--- src/rtl/par_ser_sched_if.sv ---
// Requester/converter bundle for the parallel-to-serial scheduler.
// The master side is the requester/converter environment; the slave side is the scheduler.
interface par_ser_sched_if #(
  parameter int N_REQ = 4,
  parameter int WIDTH = 8
);
  localparam int ID_W = $clog2(N_REQ);

  logic [N_REQ-1:0]       req;
  logic [N_REQ*WIDTH-1:0] data;
  logic [N_REQ-1:0]       ack;
  logic                   ser_strobe;
  logic [WIDTH-1:0]       ser_data;
  logic [ID_W-1:0]        grant_id;
  logic                   busy;
  logic                   frame_done;

  modport master (
    output req, data,
    input  ack, ser_strobe, ser_data, grant_id, busy, frame_done
  );

  modport slave (
    input  req, data,
    output ack, ser_strobe, ser_data, grant_id, busy, frame_done
  );
endinterface

--- src/rtl/par_ser_sched.sv ---
// Round-robin scheduler sharing one parallel-to-serial converter among N_REQ byte producers.
// One frame = LOAD (1 cycle) + SHIFT (SHIFT_LEN cycles) + GAP (GAP_LEN cycles).
module par_ser_sched #(
  parameter int N_REQ     = 4,
  parameter int WIDTH     = 8,
  parameter int SHIFT_LEN = 8,
  parameter int GAP_LEN   = 1
) (
  input  logic          clk,
  input  logic          rst,
  par_ser_sched_if.slave bus
);
  localparam int ID_W    = $clog2(N_REQ);
  localparam int MAX_LEN = (SHIFT_LEN > GAP_LEN) ? SHIFT_LEN : GAP_LEN;
  localparam int CNT_W   = $clog2(MAX_LEN + 1);

  localparam logic [CNT_W-1:0] SHIFT_LAST = CNT_W'(SHIFT_LEN - 1);
  localparam logic [CNT_W-1:0] GAP_LAST   = CNT_W'((GAP_LEN > 0) ? GAP_LEN - 1 : 0);

  typedef enum logic [1:0] {IDLE, LOAD, SHIFT, GAP} state_t;

  state_t            state, state_nxt;
  logic [CNT_W-1:0]  cnt, cnt_nxt;
  logic [ID_W-1:0]   ptr, ptr_nxt;
  logic [ID_W-1:0]   grant_q;
  logic [WIDTH-1:0]  ser_data_q;
  logic [ID_W-1:0]   win;
  logic              load;

  // First set request bit at or above p, wrapping around; lowest offset wins.
  function automatic logic [ID_W-1:0] rr_pick(input logic [N_REQ-1:0] r,
                                              input logic [ID_W-1:0]  p);
    logic [ID_W-1:0] w;
    int              idx;
    w = '0;
    for (int i = N_REQ - 1; i >= 0; i--) begin
      idx = (int'(p) + i) % N_REQ;
      if (r[idx]) w = ID_W'(idx);
    end
    return w;
  endfunction

  assign win = rr_pick(bus.req, ptr);

  always_comb begin
    state_nxt = state;
    cnt_nxt   = cnt;
    ptr_nxt   = ptr;
    load      = 1'b0;
    case (state)
      IDLE: begin
        if (|bus.req) begin
          state_nxt = LOAD;
          load      = 1'b1;
          ptr_nxt   = (win == ID_W'(N_REQ - 1)) ? '0 : win + ID_W'(1);
        end
      end
      LOAD: begin
        state_nxt = SHIFT;
        cnt_nxt   = '0;
      end
      SHIFT: begin
        if (cnt == SHIFT_LAST) begin
          cnt_nxt   = '0;
          state_nxt = (GAP_LEN > 0) ? GAP : IDLE;
        end else begin
          cnt_nxt = cnt + CNT_W'(1);
        end
      end
      GAP: begin
        if (cnt == GAP_LAST) begin
          cnt_nxt   = '0;
          state_nxt = IDLE;
        end else begin
          cnt_nxt = cnt + CNT_W'(1);
        end
      end
      default: state_nxt = IDLE;
    endcase
  end

  always_ff @(posedge clk or negedge rst) begin
    if (!rst) begin
      state      <= IDLE;
      cnt        <= '0;
      ptr        <= '0;
      grant_q    <= '0;
      ser_data_q <= '0;
    end else begin
      state <= state_nxt;
      cnt   <= cnt_nxt;
      ptr   <= ptr_nxt;
      if (load) begin
        grant_q    <= win;
        ser_data_q <= bus.data[win*WIDTH +: WIDTH];
      end
    end
  end

  // Pulses decode straight from state so an asynchronous reset clears them at once.
  assign bus.ack        = (state == LOAD) ? ({{(N_REQ-1){1'b0}}, 1'b1} << grant_q) : '0;
  assign bus.ser_strobe = (state == LOAD);
  assign bus.busy       = (state != IDLE);
  assign bus.frame_done = (state == SHIFT) && (cnt == SHIFT_LAST);
  assign bus.ser_data   = ser_data_q;
  assign bus.grant_id   = grant_q;

endmodule

--- src/flat_wrapper.sv ---
// flat-port wrapper written by rule: the top's interface ports become plain ports
module par_ser_sched_flat 
#(
  parameter int N_REQ     = 4,
  parameter int WIDTH     = 8,
  parameter int SHIFT_LEN = 8,
  parameter int GAP_LEN   = 1
)
  (clk, rst, bus_req, bus_data, bus_ack, bus_ser_strobe, bus_ser_data, bus_grant_id, bus_busy, bus_frame_done);
  par_ser_sched_if #(.N_REQ(N_REQ), .WIDTH(WIDTH)) bus_i ();
  input  logic clk;
  input  logic rst;
  input wire logic [$bits(bus_i.req)-1:0] bus_req;
  input wire logic [$bits(bus_i.data)-1:0] bus_data;
  output wire logic [$bits(bus_i.ack)-1:0] bus_ack;
  output wire logic [$bits(bus_i.ser_strobe)-1:0] bus_ser_strobe;
  output wire logic [$bits(bus_i.ser_data)-1:0] bus_ser_data;
  output wire logic [$bits(bus_i.grant_id)-1:0] bus_grant_id;
  output wire logic [$bits(bus_i.busy)-1:0] bus_busy;
  output wire logic [$bits(bus_i.frame_done)-1:0] bus_frame_done;
  assign bus_i.req = bus_req;
  assign bus_i.data = bus_data;
  assign bus_ack = bus_i.ack;
  assign bus_ser_strobe = bus_i.ser_strobe;
  assign bus_ser_data = bus_i.ser_data;
  assign bus_grant_id = bus_i.grant_id;
  assign bus_busy = bus_i.busy;
  assign bus_frame_done = bus_i.frame_done;
  par_ser_sched #(.N_REQ(N_REQ), .WIDTH(WIDTH), .SHIFT_LEN(SHIFT_LEN), .GAP_LEN(GAP_LEN)) u_core (.clk(clk), .rst(rst), .bus(bus_i));
endmodule
--- config.mk ---
export PLATFORM = sky130hd
export DESIGN_NAME = par_ser_sched_flat
export DESIGN_NICKNAME = d
export VERILOG_FILES = /design/src/rtl/par_ser_sched_if.sv /design/src/rtl/par_ser_sched.sv /design/src/flat_wrapper.sv
export SDC_FILE = /design/constraint.sdc
export NUM_CORES = 1
export LEC_CHECK = 0
export CAP_MARGIN = 20
export CORE_ASPECT_RATIO = 1.5
export CORE_UTILIZATION = 44
export DETAILED_ROUTE_END_ITERATION = 8
export PLACE_DENSITY = 0.81
export SLEW_MARGIN = 20
export SYNTH_ARGS = -nofsm -noshare
export SYNTH_HDL_FRONTEND = slang
export SYNTH_SLANG_ARGS = --single-unit
--- constraint.sdc ---
create_clock -name clk -period 2.55 [get_ports clk]
set_clock_uncertainty 0.1 [all_clocks]
set_input_delay 0.51 -clock clk [delete_from_list [all_inputs] [get_ports clk]]
set_output_delay 0.51 -clock clk [all_outputs]
set_load 0.02 [all_outputs]
==> flow_summary_export.csv, run 1 <==
group,metric,value,unit
clocking,max_root_sink_buffers,2,
clocking,number_of_clock_buffers_inserted_by_tritoncts,3,
synthesis,synth_area_per_cell,10.5,um^2
synthesis,syn_nets,178,
global_route,grt_first_pass_wirelength,5370,um
synthesis,seq_area_frac_synth,0.322,
routing,first_iter_violations,31,
setup_path,worst_setup_path_start_kind,"flop",
setup_path,setup.reg_to_reg.worst_slack,0.56,ns
power,seq_power_share,0.255,
die,die_area,0.00341,mm^2
die,effective_utilization_at_floorplan,0.470,
setup_path,cp_most_frequent_cell,"inv_1",
die,die_y,71.0,um
global_route,first_global_vias,1292,
setup_path,timing.critical_path.slowest_stage_cell,"clkdlybuf4s50_1",
global_route,pin_count_of_the_biggest_net_entering_global_routing,20,
power,p_sw_frac,0.447,
placed_design,buffer_ports.inserted,54,
sta,final.min_clock_period,2.40,ns
sta,report.final.slew_viol_count,0,
routing,remaining_drc_errors,0,
worst_hold_path,hold_start,"u_core.cnt[0]",
power,net-switching-power,0.898,mW
final_layout,final_nets,236,
clocking,clock-root-buffer,"clkbuf_8",
sta,fmax,417,MHz
routing,routedWlPerCell,15.2,um
synthesis,mappedNetlistArea,0.00140,mm^2
routing,drt_wl_total,3470,um
synthesis,count_of_state_elements_after_synthesis,18,
setup_path,r2r_cells,7,
global_route,track_usage,0.219,
final_layout,layout-drive-gt1-share,0.153,
setup_path,cp-end-kind,"primary output",
power,p_leak,0.871,nW
power,power_density,989,mW/mm^2
setup_path,critical_path_fanout_max,7,
clocking,ctsHoldBuffers,0,
placed_design,hpwl_dp,2650,um
clocking,clock_sink_count,18,
die,design.core.area,0.00297,mm^2
clocking,post_cts_repair_timing_setup_buffer_count,0,
setup_path,worst-endpoint-required,1.94,ns
final_layout,postLayoutCoreUtil,0.683,
worst_hold_path,min_path_cells,1,
clocking,cts_tree,"yes",
final_layout,area_delta_synth_final,45.2,%
sta,setup_viol,0,
sta,fin_tns_setup,0,ns
sta,rsz0062_at_grt,"false",
placed_design,routabilityCongestion,0.801,
sta,slew_of_the_pin_with_the_lowest_slew_margin,0.551,ns
setup_path,crit_type,"flop to primary output",
routing,post_drt_via_cell_ratio,5.48,
run_status,outcome,"completed",
clocking,h-tree-depth,1,
worst_hold_path,min_delay_worst_endpoint,"u_core.cnt[0]",
clocking,path_clk_slew,0.07,ns
synthesis,synth-async-reset-ratio,1.00,
setup_path,worst_r2r_startpoint,"u_core.cnt[0]",
synthesis,ys_warn_count,0,
power,power.combinational.fraction,0.645,
setup_path,worstPathCellList,"inv_1 > ha_1 > inv_1 > clkdlybuf4s50_1",
synthesis,synthesis.instances,133,
sta,timing_hold_violations_final,0,
sta,normalized_max_slew_margin,0.627,
synthesis,count_of_flip_flops_with_a_built_in_enable_after_synthesis,0,
final_layout,antenna-diode-count,0,
power,peakVddDrop,0.000590,V
synthesis,count_of_different_cell_masters_after_synthesis,42,
die,total_i_o_pin_count,55,
clocking,insertion_delay,0.25,ns
global_route,grt_antenna_before_repair,0,
setup_path,cp.arrival,1.79,ns
routing,drt.antenna.violating_nets,0,
power,power.internal,1.11,mW
setup_path,cp_slowest_stage_delay,0.62,ns
global_route,grt_overflow_total,0,
final_layout,nFillCells,207,
routing,drt-pass1-iter-count,4,
sta,fin_ws,0.153,ns
routing,num_vias,1249,
die,floorplan.die.width,48.0,um
worst_hold_path,hold_path.class,"flop to flop",
sta,min_period_over_period,0.940,
placed_design,pre_cts_ws,0.00307,ns
sta,holdWs,0.462,ns
job,cap_violations,0,
synthesis,dominantRegCellSynth,"dfrtp_1",
power,power.clock.fraction,0.100,
setup_path,reg2reg_to,"u_core.cnt[3]",
die,num_rows,24,
[state kept, by name, summed over array words and instances (netlist names)]
| signal | cells |
|---|---|
| u_core.ptr | 2 |
| u_core.bus.grant_id | 2 |
| u_core.bus.ser_data | 8 |
| u_core.state | 2 |
| u_core.cnt | 4 |
[metal layers]
metal  global-route usage  share of wire  vias to the layer above
met2                0.410           0.54                       44
met4               0.0710          0.016                        0
met5                    0              0                        -
met1                0.232           0.39                      598
met3               0.0281          0.055                        7
li1                     -              -                      600
[layout make-up]
| class | instances | area (um^2) | area share |
|---|---|---|---|
| timing repair buffer | 60 | 603 | 0.297 |
| clock buffer | 3 | 41.3 | 0.0203 |
| sequential | 18 | 450 | 0.222 |
| multi-input combinational | 99 | 852 | 0.420 |
| inverter | 9 | 33.8 | 0.0166 |
| tap | 39 | 48.8 | 0.0240 |
[synthesized netlist by cell type (all sizes together), types with 2 or more instances]
| master | number | share of area |
|---|---|---|
| a211oi | 8 | 0.068 |
| inv | 9 | 0.024 |
| a2111oi | 8 | 0.12 |
| nor3b | 2 | 0.011 |
| nor2 | 15 | 0.040 |
| o21ai | 3 | 0.011 |
| dfrtp | 18 | 0.32 |
| and2 | 2 | 0.011 |
| ha | 7 | 0.063 |
| clkbuf | 2 | 0.0054 |
| a21boi | 9 | 0.048 |
| buf | 5 | 0.038 |
| nand2 | 12 | 0.034 |
| a21oi | 4 | 0.014 |
| mux2i | 10 | 0.072 |
| o22ai | 2 | 0.0090 |
[worst max-delay path by stage]
stage | depth (start not counted) | endpoint | slack, ns | from
after detailed placement | 6 | u_core.bus.ser_data[5] | 0.003 | bus_req[0]
after global routing | 5 | bus_ack[2] | 0.05 | u_core.state[1]
after floorplan | 3 | bus_ack[0] | 0.58 | u_core.state[1]
after global placement | 6 | u_core.bus.ser_data[3] | 0.09 | bus_req[0]
final | 4 | bus_busy | 0.15 | u_core.state[0]
after CTS | 4 | bus_frame_done | 0.01 | u_core.state[0]
[per-stage QoR]
step	total power, mW	cell area, um^2	cells
CTS	2.02	2020	228
global route	2.16	2030	228
detailed placement	1.82	1980	225
floorplan	1.38	1400	133
finish	2.01	2030	228
global placement	1.76	1980	225
[what timing repair did]
action | 4_1_cts | 5_1_grt
resized for setup | 0 | 2
endpoints found under the hold margin | 0 | 0
endpoints found under the setup margin | 0 | 2
[power by group through the flow]
stage	Combinational, mW	Sequential (mW)	Clock [mW]
2_1_floorplan	0.786	0.590	0
5_1_grt	1.42	0.525	0.224
6_report	1.30	0.512	0.201
3_3_place_gp	1.26	0.504	0
3_5_place_dp	1.30	0.514	0
4_1_cts	1.31	0.511	0.203
[worst max-delay path: cells and delay by family (launching register included)]
family / cells / cell delay [ns]
buffers and inverters: 3 / 0.87
flip-flops: 1 / 0.37
adder cells (fa/ha/maj): 1 / 0.29
[cell families after synthesis]
group	Yosys count	share of synthesized area
DFF	18	0.322
buffers and inverters	16	0.0680
muxes	11	0.0797
and+or+nand+nor	38	0.131
xor gates and xnor gates	1	0.00627
adders and majority gates	7	0.0627
AOI/OAI and AO/OA	42	0.330
[cell usage in the layout, fill, tap and decap left out, drive strengths merged]
cell type and instances:
o21a 1, and3 1, clkdlybuf4s50 52, xor2 1
or2b 1, inv 9, nor4 1, dfrtp 18
and2 2, o22a 1, a211oi 8, o21ai 3
o31ai 1, nand3 1, mux2 1, a211o 1
nor3 1, and3b 1, a21o 1, o32a 1
ha 7, o311ai 1, clkbuf 3, o22ai 2
nor3b 2, mux2i 10, a21boi 9, a2111oi 8
dlymetal6s2s 2, nand2 12, or3b 1, buf 6
a21oi 4, nor2 15, o311a 1
Note: power is estimated with default switching activity, not from simulation.
==> inputs of run 2 (changes only) <==
--- a/config.mk
+++ b/config.mk
@@ -10,7 +10,8 @@
 export CORE_UTILIZATION = 44
 export DETAILED_ROUTE_END_ITERATION = 8
 export PLACE_DENSITY = 0.81
-export SLEW_MARGIN = 20
+export REMOVE_ABC_BUFFERS = 1
+export SLEW_MARGIN = 15
 export SYNTH_ARGS = -nofsm -noshare
 export SYNTH_HDL_FRONTEND = slang
 export SYNTH_SLANG_ARGS = --single-unit
==> run 2 against run 1 <==
  * Via count is 0.40% higher
  * Non-clock buffer count stayed put
  * Combinational power is 3% lower
  * Maximum frequency is 1.6% lower
  * Total power hardly changed
  * Clock-buffer cell count is 1 higher
  * First-iteration DRC count is 3.2% lower
  * Sequential share of layout area hardly changed
  * Worst setup slack worse by 0.040 ns
  * Clock power is 16% higher
  * Critical path type unchanged
  * Largest cell class unchanged
  * Largest power group unchanged
  * Highest routed layer unchanged
==> flow_summary_export.csv, run 2 (same netlist as run 1, synthesis figures left out) <==
group,metric,value,unit
routing,first_iter_violations,30,
die,num_rows,24,
power,net-switching-power,0.891,mW
final_layout,layout-drive-gt1-share,0.163,
sta,min_period_over_period,0.956,
worst_hold_path,min_path_cells,1,
clocking,clock_sink_count,18,
setup_path,worst_setup_path_start_kind,"flop",
global_route,pin_count_of_the_biggest_net_entering_global_routing,20,
setup_path,worst-endpoint-required,1.94,ns
final_layout,mostFrequentLayoutCell,"clkdlybuf4s50_1",
clocking,post_cts_repair_timing_setup_buffer_count,0,
job,cap_violations,0,
clocking,post_cts_resized,1,
final_layout,final_nets,236,
power,power.combinational.fraction,0.629,
setup_path,critical_path_fanout_max,7,
run_status,outcome,"completed",
power,peakVddDrop,0.000664,V
routing,drt-pass1-iter-count,4,
die,effective_utilization_at_floorplan,0.470,
setup_path,worstPathCellList,"inv_1 > ha_1 > inv_1 > clkdlybuf4s50_1",
setup_path,cp-end-kind,"primary output",
placed_design,hpwl_dp,2630,um
setup_path,cp_slowest_stage_delay,0.63,ns
setup_path,timing.critical_path.slowest_stage_cell,"clkdlybuf4s50_1",
clocking,max_root_sink_buffers,2,
setup_path,setup.reg_to_reg.worst_slack,0.57,ns
placed_design,postPlaceCellArea,0.00198,mm^2
worst_hold_path,hold_path.class,"flop to flop",
final_layout,most-common-layout-cells,"clkdlybuf4s50_1 (52), dfrtp_1 (18), nor2_1 (15), nand2_1 (11), mux2i_1 (10)",
routing,post_drt_via_cell_ratio,5.48,
die,floorplan.die.width,48.0,um
routing,drt.antenna.violating_nets,0,
routing,remaining_drc_errors,0,
power,seq_power_share,0.254,
die,total_i_o_pin_count,55,
routing,drt_wl_total,3400,um
power,p_sw_frac,0.444,
power,p_leak,0.863,nW
power,power_density,987,mW/mm^2
clocking,number_of_clock_buffers_inserted_by_tritoncts,3,
sta,timing_hold_violations_final,0,
sta,fmax,410,MHz
global_route,grt_overflow_total,0,
sta,slew_of_the_pin_with_the_lowest_slew_margin,0.603,ns
sta,fin_tns_setup,0,ns
setup_path,cp_most_frequent_cell,"inv_1",
setup_path,crit_type,"flop to primary output",
die,design.core.area,0.00297,mm^2
routing,num_vias,1254,
setup_path,path_buf_inv,3,
final_layout,antenna-diode-count,0,
clocking,h-tree-depth,1,
power,power.clock.fraction,0.116,
sta,final.min_clock_period,2.44,ns
worst_hold_path,hold_start,"u_core.state[1]",
routing,routedWlPerCell,14.9,um
global_route,grt_antenna_before_repair,0,
setup_path,cp.arrival,1.83,ns
final_layout,finalInstanceArea,0.00203,mm^2
final_layout,area_delta_synth_final,45.5,%
setup_path,cp_top_family,"buffers and inverters",
clocking,path_clk_slew,0.07,ns
setup_path,r2r_cells,6,
clocking,cts_tree,"yes",
sta,report.final.slew_viol_count,0,
sta,normalized_max_slew_margin,0.592,
placed_design,buffer_ports.inserted,54,
clocking,ctsHoldBuffers,0,
final_layout,largest_reg_flops,8,
die,die_area,0.00341,mm^2
worst_hold_path,min_delay_worst_endpoint,"u_core.state[1]",
placed_design,routabilityCongestion,0.759,
global_route,grt_first_pass_wirelength,5280,um
clocking,clock-root-buffer,"clkbuf_8",
power,power.internal,1.12,mW
die,die_y,71.0,um
clocking,insertion_delay,0.25,ns
sta,setup_viol,0,
setup_path,reg2reg_to,"u_core.bus.ser_data[0]",
global_route,first_global_vias,1299,
setup_path,worst_r2r_startpoint,"u_core.state[0]",
power,total_power,2.01,mW
sta,rsz0062_at_grt,"false",
global_route,track_usage,0.208,
-- run 2: worst register-to-register path: stages (launching register included) --
cell,delay (ns)
dfrtp_1,0.40
inv_1,0.13
ha_1,0.31
inv_1,0.15
nor2_1,0.15
and2_1,0.44
a211oi_1,0.15
-- run 2: per-layer routing --
metal / routed length [um] / GRT usage / part of all wire / vias up
li1: - / - / - / 602
met1: 1360 / 0.242 / 0.40 / 592
met2: 1770 / 0.366 / 0.52 / 54
met3: 236 / 0.0357 / 0.069 / 6
met4: 34 / 0.0586 / 0.010 / 0
met5: 0 / 0 / 0 / -
-- run 2: layout make-up --
type                    instances  area [um^2]
fillers                       221          940
multi-input cells              99          858
repair buffers                 60          587
flip-flops and latches         18          450
clock buffers                   4         55.1
well taps                      39         48.8
inverters                       9         33.8
-- run 2: metrics by stage --
step | hold WS, ns | instances | util | worst slack [ns]
global route | 0.499 | 229 | 0.684 | 0.00942
detailed placement | 0.460 | 225 | 0.665 | 0.0394
finish | 0.472 | 229 | 0.684 | 0.113
floorplan | 0.114 | 126 | - | 0.0794
CTS | 0.476 | 229 | 0.683 | 0.0605
global placement | 0.428 | 225 | 0.665 | 0.0843
-- run 2: worst max path at each step --
stage,from,endpoint,slack (ns),cells past startpoint
after floorplan,bus_req[0],u_core.bus.ser_data[0],0.08,5
after global placement,bus_req[0],u_core.bus.ser_data[5],0.08,6
after detailed placement,bus_req[0],u_core.bus.ser_data[0],0.04,6
after CTS,u_core.state[1],bus_ack[0],0.06,4
after global routing,u_core.state[0],bus_busy,0.009,4
final,u_core.state[0],bus_busy,0.11,4
-- run 2: power groups by stage --
stage                     clock, mW  sequential (mW)  combinational [mW]
final                         0.234            0.510                1.26
after global routing          0.253            0.525                1.37
after CTS                     0.239            0.510                1.27
after detailed placement          0            0.514                1.27
after global placement            0            0.504                1.23
after floorplan                   0            0.590               0.712
